`src/rtl/mdu_ctrl.sv`:
```
// HI/LO multiply-divide sequencer for the EX stage: runs MULT/MULTU/DIV/DIVU against
// external units and owns the HI/LO registers. Define MDU_FLUSH_EN to add the flush port.
//
// state      | meaning
// -----------+---------------------------------------------------------------
// S_IDLE     | accepting ops; MTHI/MTLO complete here in one cycle
// S_MUL_WAIT | multiplier busy, counter runs down to the result cycle
// S_DIV_WAIT | div_start held until div_ready
// S_DONE     | single non-stalled cycle that lets the op retire

module mdu_ctrl #(
    parameter int MUL_LAT = 2
) (
    input  logic        clk,
    input  logic        rst,
`ifdef MDU_FLUSH_EN
    input  logic        flush,
`endif
    input  logic [2:0]  op,
    input  logic [31:0] src1,
    input  logic [31:0] src2,
    output logic        stallreq,
    output logic [31:0] hi_rdata,
    output logic [31:0] lo_rdata,
    output logic        mul_signed,
    output logic [31:0] mul_ina,
    output logic [31:0] mul_inb,
    input  logic [63:0] mul_result,
    output logic        div_start,
    output logic        div_signed,
    output logic        div_annul,
    output logic [31:0] div_opdata1,
    output logic [31:0] div_opdata2,
    input  logic        div_ready,
    input  logic [63:0] div_result
);

    localparam logic [2:0] OP_MULT  = 3'd1;
    localparam logic [2:0] OP_MULTU = 3'd2;
    localparam logic [2:0] OP_DIV   = 3'd3;
    localparam logic [2:0] OP_DIVU  = 3'd4;
    localparam logic [2:0] OP_MTHI  = 3'd5;
    localparam logic [2:0] OP_MTLO  = 3'd6;

    localparam logic [2:0] CNT_INIT = 3'(MUL_LAT - 1);

    typedef enum logic [1:0] {
        S_IDLE,
        S_MUL_WAIT,
        S_DIV_WAIT,
        S_DONE
    } state_t;

    state_t      state, state_nxt;
    logic [2:0]  cnt, cnt_nxt;
    logic [31:0] opa, opa_nxt;
    logic [31:0] opb, opb_nxt;
    logic        op_sgn, op_sgn_nxt;
    logic [31:0] hi, hi_nxt;
    logic [31:0] lo, lo_nxt;
    logic        flush_act;

`ifdef MDU_FLUSH_EN
    assign flush_act = flush;
`else
    assign flush_act = 1'b0;
`endif

    assign hi_rdata = hi;
    assign lo_rdata = lo;

    always_ff @(posedge clk) begin
        if (rst) begin
            state  <= S_IDLE;
            cnt    <= '0;
            opa    <= '0;
            opb    <= '0;
            op_sgn <= 1'b0;
            hi     <= '0;
            lo     <= '0;
        end else begin
            state  <= state_nxt;
            cnt    <= cnt_nxt;
            opa    <= opa_nxt;
            opb    <= opb_nxt;
            op_sgn <= op_sgn_nxt;
            hi     <= hi_nxt;
            lo     <= lo_nxt;
        end
    end

    always_comb begin
        state_nxt   = state;
        cnt_nxt     = cnt;
        opa_nxt     = opa;
        opb_nxt     = opb;
        op_sgn_nxt  = op_sgn;
        hi_nxt      = hi;
        lo_nxt      = lo;
        stallreq    = 1'b0;
        mul_signed  = 1'b0;
        mul_ina     = '0;
        mul_inb     = '0;
        div_start   = 1'b0;
        div_signed  = 1'b0;
        div_annul   = 1'b0;
        div_opdata1 = '0;
        div_opdata2 = '0;

        case (state)
            S_IDLE: begin
                // a flushed EX stage must not start or commit anything
                if (!flush_act) begin
                    case (op)
                        OP_MULT, OP_MULTU: begin
                            opa_nxt    = src1;
                            opb_nxt    = src2;
                            op_sgn_nxt = (op == OP_MULT);
                            cnt_nxt    = CNT_INIT;
                            stallreq   = 1'b1;
                            state_nxt  = S_MUL_WAIT;
                        end
                        OP_DIV, OP_DIVU: begin
                            stallreq = 1'b1;
                            if (src2 != '0) begin
                                opa_nxt    = src1;
                                opb_nxt    = src2;
                                op_sgn_nxt = (op == OP_DIV);
                                state_nxt  = S_DIV_WAIT;
                            end else begin
                                hi_nxt    = src1;
                                lo_nxt    = 32'hFFFF_FFFF;
                                state_nxt = S_DONE;
                            end
                        end
                        OP_MTHI: hi_nxt = src1;
                        OP_MTLO: lo_nxt = src1;
                        default: ;
                    endcase
                end
            end

            S_MUL_WAIT: begin
                mul_signed = op_sgn;
                mul_ina    = opa;
                mul_inb    = opb;
                if (flush_act) begin
                    state_nxt = S_IDLE;
                end else begin
                    stallreq = 1'b1;
                    if (cnt == '0) begin
                        hi_nxt    = mul_result[63:32];
                        lo_nxt    = mul_result[31:0];
                        state_nxt = S_DONE;
                    end else begin
                        cnt_nxt = cnt - 3'd1;
                    end
                end
            end

            S_DIV_WAIT: begin
                div_signed  = op_sgn;
                div_opdata1 = opa;
                div_opdata2 = opb;
                if (flush_act) begin
                    div_annul = 1'b1;
                    state_nxt = S_IDLE;
                end else begin
                    // start stays high through the ready cycle; it drops when DONE is entered
                    stallreq  = 1'b1;
                    div_start = 1'b1;
                    if (div_ready) begin
                        hi_nxt    = div_result[63:32];
                        lo_nxt    = div_result[31:0];
                        state_nxt = S_DONE;
                    end
                end
            end

            S_DONE: state_nxt = S_IDLE;

            default: state_nxt = S_IDLE;
        endcase
    end

endmodule
```
`config.mk`:
```
export PLATFORM = sky130hd
export DESIGN_NAME = mdu_ctrl
export DESIGN_NICKNAME = d
export VERILOG_FILES = /design/src/rtl/mdu_ctrl.sv
export SDC_FILE = /design/constraint.sdc
export NUM_CORES = 1
export LEC_CHECK = 0
export ABC_CLOCK_PERIOD_IN_PS = 5000
export BUFFER_PORTS_ARGS = -buffer_cell sky130_fd_sc_hd__buf_2
export CORE_AREA = 3 3 154 156
export CTS_CLUSTER_DIAMETER = 50
export CTS_CLUSTER_SIZE = 25
export DETAILED_ROUTE_END_ITERATION = 8
export DIE_AREA = 0 0 157 159
export GPL_ROUTABILITY_DRIVEN = 1
export PLACE_DENSITY = 0.68
export SYNTH_ARGS = -nofsm -noshare
export SYNTH_HDL_FRONTEND = slang
export SYNTH_SLANG_ARGS = --single-unit
export TNS_END_PERCENT = 50
```
`constraint.sdc`:
```
create_clock -name clk -period 5 [get_ports clk]
set_input_delay 1.25 -clock clk [delete_from_list [all_inputs] [get_ports clk]]
set_output_delay 1.25 -clock clk [all_outputs]
set_load 0.01 [all_outputs]
```
-- Word level (Yosys, flattened, before mapping)
Index checks and enable logic that the tools add are counted.
- register bits: 134
- latch bits: 0
- bits in writable memories: 0
- memory bits (read-only): 0
- input port bits: 198
- output and inout port bits: 197
- logic and storage cells: 74
- memories: 0
- add/sub/neg operators: 1
- multipliers: 0
- divide/modulo/power cells: 0
- $lt $le $gt $ge: 0
- equal/unequal tests: 18
- shifts and indexed selects: 0
- muxes and demuxes: 33
- bitwise logic cells: 0
- reductions and logical operators: 15
- operators with widths (kind ; count):
    $mux 32 ; 12
    $pmux 32 s2 ; 4
    $pmux 32 s3 ; 2
    $reduce_bool 32->1 ; 1
    $reduce_and 5->1 ; 2
    $eq 3x3->1 const B ; 3
    $ne 3x1->1 const B ; 3
    $reduce_and 3->1 ; 3
    $ne 2x2->1 const B ; 4
    $pmux 2 s4 ; 1
    $eq 3x2->1 const B ; 2
    $mux 1 ; 6
    $mux 3 ; 2
    $pmux 3 s2 ; 1
    $reduce_or 2->1 ; 3
    $eq 2x2->1 const B ; 2
    $mux 2 ; 2
    $pmux 1 s2 ; 2
    $pmux 2 s2 ; 1
    $reduce_bool 2->1 ; 2
    $reduce_or 4->1 ; 1
    $eq 3x1->1 const B ; 1
    $logic_not 3->1 ; 1
    $ne 3x3->1 const B ; 1
    other kinds (5) ; 5

-- Logic depth before layout (Yosys ltp)
Gate-level depths: netlist (run 1).
- depth after elaboration: 4
- gate-level depth with buffers: 9
- mapped depth without buffers: 7

-- Least setup slack after synthesis (run 1)
OpenSTA, ideal clock, no wires.
- path kind: input-to-output
- start: input port op[0]
- end: output port stallreq
- arrival: 1727 ps
- data required time: 3750 ps
- path slack: 2023 ps
- cell stages on the path: 4
- buffers on the path: 0
- cells stage by stage: nor2_1 xnor2_1 a21oi_1 nor2_1
- cells in the longest elaborated chain, start to end: 4
- elaborated cells on any way between the ends: 7
- classes of those cells: eq/ne (4); mux (2); reduce/logical (1)
- ends and longest elaborated chain (item ; RTL line ; text):
    from (decl) ; 19 ; input logic [2:0] op,
    $eq 3x1->1 (tied with other cells) ; 114 ; case (op)
    $reduce_or 4->1 (no source line) * ; -- ;
    $mux 1 * ; 114 ;
    $pmux 1 s2 * ; 110 ; case (state)
    to (decl) ; 22 ; output logic stallreq,
Mark *: on every way between the ends. The rest lies on a longest branch, timed or not.

-- Final worst setup path (run 1)
- start: register state[0]
- end: output port div_opdata1[30]
- cells in the longest elaborated chain, start to end: 2
- ends and longest elaborated chain (item ; RTL line ; text):
    from (decl) ; 54 ; state_t state, state_nxt;
    from (signal assigned) ; 82 ; state <= state_nxt;
    $eq 2x2->1 ; 110 ;
    $mux 32 ; 110 ;
    to (decl) ; 32 ; output logic [31:0] div_opdata1,
Every way passes these cells.

==> impl_metrics.py, run 1 <==
metrics = {
    "power": {
        "netSwitchingFraction": 0.418,
        "leakagePower_nw": 4.67,
        "combPwrFrac": 0.457,
        "peakVddDrop_uv": 296,
        "seqPwrFrac": 0.299,
        "powerDensity_mw_per_mm2": 512,
        "intPower_w": 0.00309,
        "switchingPower_w": 0.00222,
        "power_frac_clock": 0.244,
    },
    "route": {
        "met2_length_um": 13700,
        "dr.pass1.iters": 5,
        "vias_per_cell": 5.44,
        "dr_wl_met3_um": 2530,
        "wl_um": 29900,
        "detail_route.iter0.violations": 667,
        "top_layer_used": "met5",
        "wl_met1_um": 13400,
        "ant_nets": 0,
        "wl_per_cell_um": 18.3,
        "routed-via-count": 8900,
        "drc_errors": 0,
    },
    "placement": {
        "placed_cells": 1605,
        "gp_congestion": 0.864,
        "io_buffer_count": 393,
        "hpwl_um": 21100,
    },
    "logic_synthesis": {
        "synth.avg_cell_area_um2": 7.53,
        "yosys_warnings": 0,
        "async_reset_ff_frac": 0,
        "yosysTopAreaCellShare": 0.344,
        "synth_cell_types": 38,
        "synth_ff_type": "dfxtp_1",
        "synth-edff-count": 0,
        "yosysTopAreaCell": "dfxtp_1",
        "ys_seq_area_frac": 0.344,
        "netlist_instances": 1037,
        "ys_ff_latch": 134,
        "yosys.cell_count.top_type": "o21ai_0",
        "syn-num-nets": 1241,
        "synth_area_mm2": 0.00780,
        "synth_commonest_cells": "200 x o21ai_0, 134 x dfxtp_1, 130 x and2_1, 97 x clkbuf_1, 70 x a21oi_1",
        "synthTopCellsByArea": "dfxtp_1 34%, o21ai_0 13%, and2_1 10%",
    },
    "sta": {
        "hold_ws_ns": 0.472,
        "hold_violations": 0,
        "fmax_ghz": 0.269,
        "rsz0062_at_grt": "no",
        "fin_setup_tns_ns": 0,
        "setup-violations-final": 0,
        "fin_crit_sh": 0.743,
        "slew_headroom": 0.269,
        "finClkSkew_ns": 0.0110,
        "period_minus_slack_ns": 3.71,
        "worst_pin_slew_ns": 1.10,
        "drv_slew": 0,
    },
    "setup_path": {
        "cp_data_required_time_ns": 3.75,
        "crit_path_max_fanout": 81,
        "cp-end-kind": "primary output",
        "crit_arrival_ns": 2.46,
        "worstReg2RegEnd": "hi_rdata[17]",
        "rr_worst_depth": 7,
        "critical_path_class": "flop to primary output",
        "rrSetupSlack_ns": 1.92,
        "worstReg2RegStart": "state[1]",
        "startpoint_type": "flop",
    },
    "global_route": {
        "overflow": 0,
        "grt_max_degree": 131,
        "antenna_found_initial": 1,
        "grt_pass1_wl_um": 44900,
        "grt.total_usage": 0.226,
        "grt_pass1_vias": 8062,
    },
    "clocking": {
        "clkSinkCount": 134,
        "cts_resized": 0,
        "cts.hold.buffers_added": 0,
        "cts-htree-levels": 4,
        "clk_path_buf_depth": 2,
        "worstSkewPairLatency_ns": 0.41,
        "tritoncts": "built",
        "cts.reportedPaths.clkPinSlew_ns": 0.06,
        "cts_setup_buffers": 0,
        "numCtsBuffers": 17,
        "ctsRootBufferMaster": "clkbuf_16",
    },
    "worst_hold_path": {
        "min_to": "opb[3]",
        "worstHoldPathCells": 2,
        "hold_class": "flop to flop",
        "hold_start": "opb[3]",
    },
    "floorplanning": {
        "dieWidth_um": 157,
        "dieArea_mm2": 0.0250,
        "die_h_um": 159,
        "rows": 55,
        "fp.coreArea_mm2": 0.0225,
        "io_pins": 395,
        "start_util": 0.347,
    },
    "outcome": {
        "status": "finished, final reports clean",
    },
    "cells_and_area": {
        "nets": 1543,
        "syn2layout_area_growth_pct": 33.0,
        "fin_cells": 1637,
        "drive_gt1_frac": 0.333,
    },
    "job": {
        "cap_violations": 0,
    },
}
[stage by stage]
stage | total power (W) | cell area, um^2 | setup slack [ns] | util
global route | 0.00571 | 10400 | 1.08 | 0.461
floorplan | 0.00319 | 7800 | 2.02 | -
detailed placement | 0.00403 | 9770 | 1.53 | 0.434
global placement | 0.00398 | 9770 | 1.58 | 0.434
finish | 0.00532 | 10400 | 1.29 | 0.461
CTS | 0.00536 | 10400 | 1.26 | 0.461
[routing by layer]
layer,GRT usage,vias to the layer above
met5,0,-
met4,0.0418,2
met3,0.0487,18
met2,0.355,398
met1,0.321,4157
li1,-,4325
[critical path, stage by stage, from the launching register on]
cell and delay [ns]:
dfxtp_1 0.36, inv_1 0.18, ha_4 0.61, buf_4 0.54, and2_1 0.20, buf_2 0.13
[flip-flops by register name, summed over array words and instances, names as in the netlist]
signal,count
lo_rdata,32
state,2
opa,32
cnt,3
opb,32
op_sgn,1
hi_rdata,32
[cell usage in the layout (no fill, tap or decap), drive strengths merged, types with 3 or more instances in the layout]
cell type / synthesis / layout
buf: 26 / 406
o21ai: 201 / 201
dfxtp: 134 / 134
and2: 130 / 130
a21oi: 70 / 70
nand2: 68 / 68
nor2b: 66 / 66
nand3: 66 / 66
a22oi: 64 / 64
o41ai: 64 / 64
clkbuf: 97 / 20
inv: 8 / 9
nor4: 8 / 8
nor2: 7 / 7
ha: 6 / 6
clkinv: 0 / 5
bufinv: 0 / 3
nand2b: 3 / 3
[logic make-up after synthesis]
| logic type | synth area share |
|---|---|
| xor gates and xnor gates | 0.00225 |
| and+or+nand+nor | 0.254 |
| other | 0.000481 |
| buffers and inverters | 0.0718 |
| AOI/OAI and AO/OA | 0.318 |
| DFF | 0.344 |
| adders and majority gates | 0.00962 |
[final cells by class]
class                      instances  area [um^2]
timing repair buffer             406         2080
clock buffer                      20          457
sequential                       134         2680
antenna                            1         2.50
fill                            2295        12100
clock inverter                    11          150
inverter                           8         30.0
multi-input combinational        772         4620
tap                              285          357
[worst max path at each step]
stage	from	endpoint	slack (ns)	depth (start not counted)
floorplan	op[0]	stallreq	2.02	4
global placement	src2[7]	hi_rdata[19]	1.58	6
detailed placement	op[0]	opa[16]	1.53	7
CTS	state[0]	div_opdata1[27]	1.26	5
global route	state[0]	div_opdata1[30]	1.08	5
finish	state[0]	div_opdata1[30]	1.29	5
[power by group through the flow]
stage / clock, W / combinational [W] / sequential (W)
after floorplan: 0 / 0.00153 / 0.00166
after global placement: 0 / 0.00239 / 0.00160
after detailed placement: 0 / 0.00243 / 0.00160
after CTS: 0.00133 / 0.00244 / 0.00159
after global routing: 0.00137 / 0.00272 / 0.00163
final: 0.00130 / 0.00243 / 0.00159
Note: power is estimated with default switching activity, not from simulation.
==> inputs of run 2 (changes only) <==
ABC_CLOCK_PERIOD_IN_PS = 3800   (was 5000)
clock period = 3.8 ns   (was 5 ns; I/O delays follow)
==> impl_metrics.py, run 2 (synthesized netlist as in run 1, its figures left out) <==
metrics = {
    "setup_path": {
        "rr_worst_depth": 8,
        "rrSetupSlack_ns": 1.24,
        "startpoint_type": "flop",
        "cp_data_required_time_ns": 2.85,
        "crit_path_max_fanout": 96,
        "critical_path_class": "flop to primary output",
        "crit_arrival_ns": 2.16,
        "cp-end-kind": "primary output",
    },
    "floorplanning": {
        "fp.coreArea_mm2": 0.0225,
        "rows": 55,
        "start_util": 0.347,
        "dieWidth_um": 157,
        "io_pins": 395,
        "die_h_um": 159,
        "dieArea_mm2": 0.0250,
    },
    "power": {
        "power_frac_clock": 0.238,
        "powerDensity_mw_per_mm2": 670,
        "peakVddDrop_uv": 398,
        "intPower_w": 0.00397,
        "seqPwrFrac": 0.302,
        "switchingPower_w": 0.00300,
        "combPwrFrac": 0.461,
        "leakagePower_nw": 4.69,
        "netSwitchingFraction": 0.431,
    },
    "sta": {
        "rsz0062_at_grt": "no",
        "fin_setup_tns_ns": 0,
        "fmax_ghz": 0.322,
        "drv_slew": 0,
        "finClkSkew_ns": 0.00940,
        "hold_violations": 0,
        "worst_pin_slew_ns": 1.14,
        "fin_crit_sh": 0.818,
        "slew_headroom": 0.243,
        "setup-violations-final": 0,
        "period_minus_slack_ns": 3.11,
    },
    "cells_and_area": {
        "postLayoutCoreUtil": 0.462,
        "nets": 1546,
        "postLayoutCellArea_mm2": 0.0104,
        "layout_common_cells": "392 x buf_2, 200 x o21ai_0, 134 x dfxtp_1",
        "syn2layout_area_growth_pct": 33.3,
        "final_common_cell": "buf_2",
        "fin_cells": 1640,
        "diodes": 0,
        "drive_gt1_frac": 0.336,
    },
    "route": {
        "wl_um": 30100,
        "dr.pass1.iters": 7,
        "wl_met1_um": 13400,
        "vias_per_cell": 5.48,
        "drc_errors": 0,
        "wl_per_cell_um": 18.3,
        "detail_route.iter0.violations": 644,
        "met2_length_um": 13800,
        "ant_nets": 0,
        "dr_wl_met3_um": 2560,
        "top_layer_used": "met4",
        "routed-via-count": 8987,
    },
    "placement": {
        "placed_cells": 1608,
        "hpwl_um": 21500,
        "io_buffer_count": 393,
        "placed_area_mm2": 0.00982,
        "gp_congestion": 0.870,
    },
    "clocking": {
        "cts-htree-levels": 4,
        "worstSkewPairLatency_ns": 0.42,
        "clk_path_buf_depth": 2,
        "clkSinkCount": 134,
        "cts_setup_buffers": 0,
        "numCtsBuffers": 17,
        "ctsRootBufferMaster": "clkbuf_16",
        "cts.hold.buffers_added": 0,
        "cts.reportedPaths.clkPinSlew_ns": 0.07,
        "cts_resized": 0,
        "tritoncts": "built",
    },
    "global_route": {
        "overflow": 0,
        "grt.total_usage": 0.225,
        "grt_pass1_wl_um": 44900,
        "antenna_found_initial": 1,
        "grt_pass1_vias": 8097,
        "grt_max_degree": 97,
    },
    "outcome": {
        "status": "finished, final reports clean",
    },
    "job": {
        "cap_violations": 0,
    },
    "worst_hold_path": {
        "worstHoldPathCells": 2,
        "hold_class": "flop to flop",
    },
}
## run 2: worst paths after layout
check,start,end
hold / removal,opb[4],opb[4]
hold reg to reg,opb[4],opb[4]
setup / recovery,state[1],mul_ina[20]
setup reg to reg,state[1],lo_rdata[14]
## run 2: worst max-delay path, stage by stage (launching register included)
cell and delay [ns]:
dfxtp_1 0.36, inv_1 0.16, ha_4 0.15, buf_4 0.61, and2_1 0.29, buf_2 0.15
## run 2: routing by layer
metal  vias up  track usage
met5         -            0
met4         0       0.0497
met3        24       0.0473
met2       423        0.356
met1      4211        0.316
li1       4329            -
## run 2: layout make-up
| cell class | count | area (um^2) |
|---|---|---|
| Clock inverter | 13 | 138 |
| Clock buffer | 19 | 453 |
| Timing Repair Buffer | 409 | 2130 |
| Sequential cell | 134 | 2680 |
| Fill cell | 2237 | 12100 |
| Multi-Input combinational cell | 772 | 4620 |
| Tap cell | 285 | 357 |
| Inverter | 8 | 30.0 |
## run 2: power by group through the flow
stage | clock (W) | sequential (W) | combinational [W]
after floorplan | 0 | 0.00219 | 0.00201
after global placement | 0 | 0.00210 | 0.00315
after detailed placement | 0 | 0.00211 | 0.00322
after CTS | 0.00170 | 0.00209 | 0.00323
after global routing | 0.00176 | 0.00215 | 0.00358
final | 0.00166 | 0.00210 | 0.00321
## run 2: metrics by stage
stage | setup slack, ns | power, W | hold slack [ns]
after floorplan | 1.15 | 0.00420 | 0.445
after global placement | 0.668 | 0.00526 | 0.459
after detailed placement | 0.637 | 0.00533 | 0.467
after CTS | 0.638 | 0.00702 | 0.477
after global routing | 0.545 | 0.00748 | 0.491
final | 0.693 | 0.00697 | 0.474
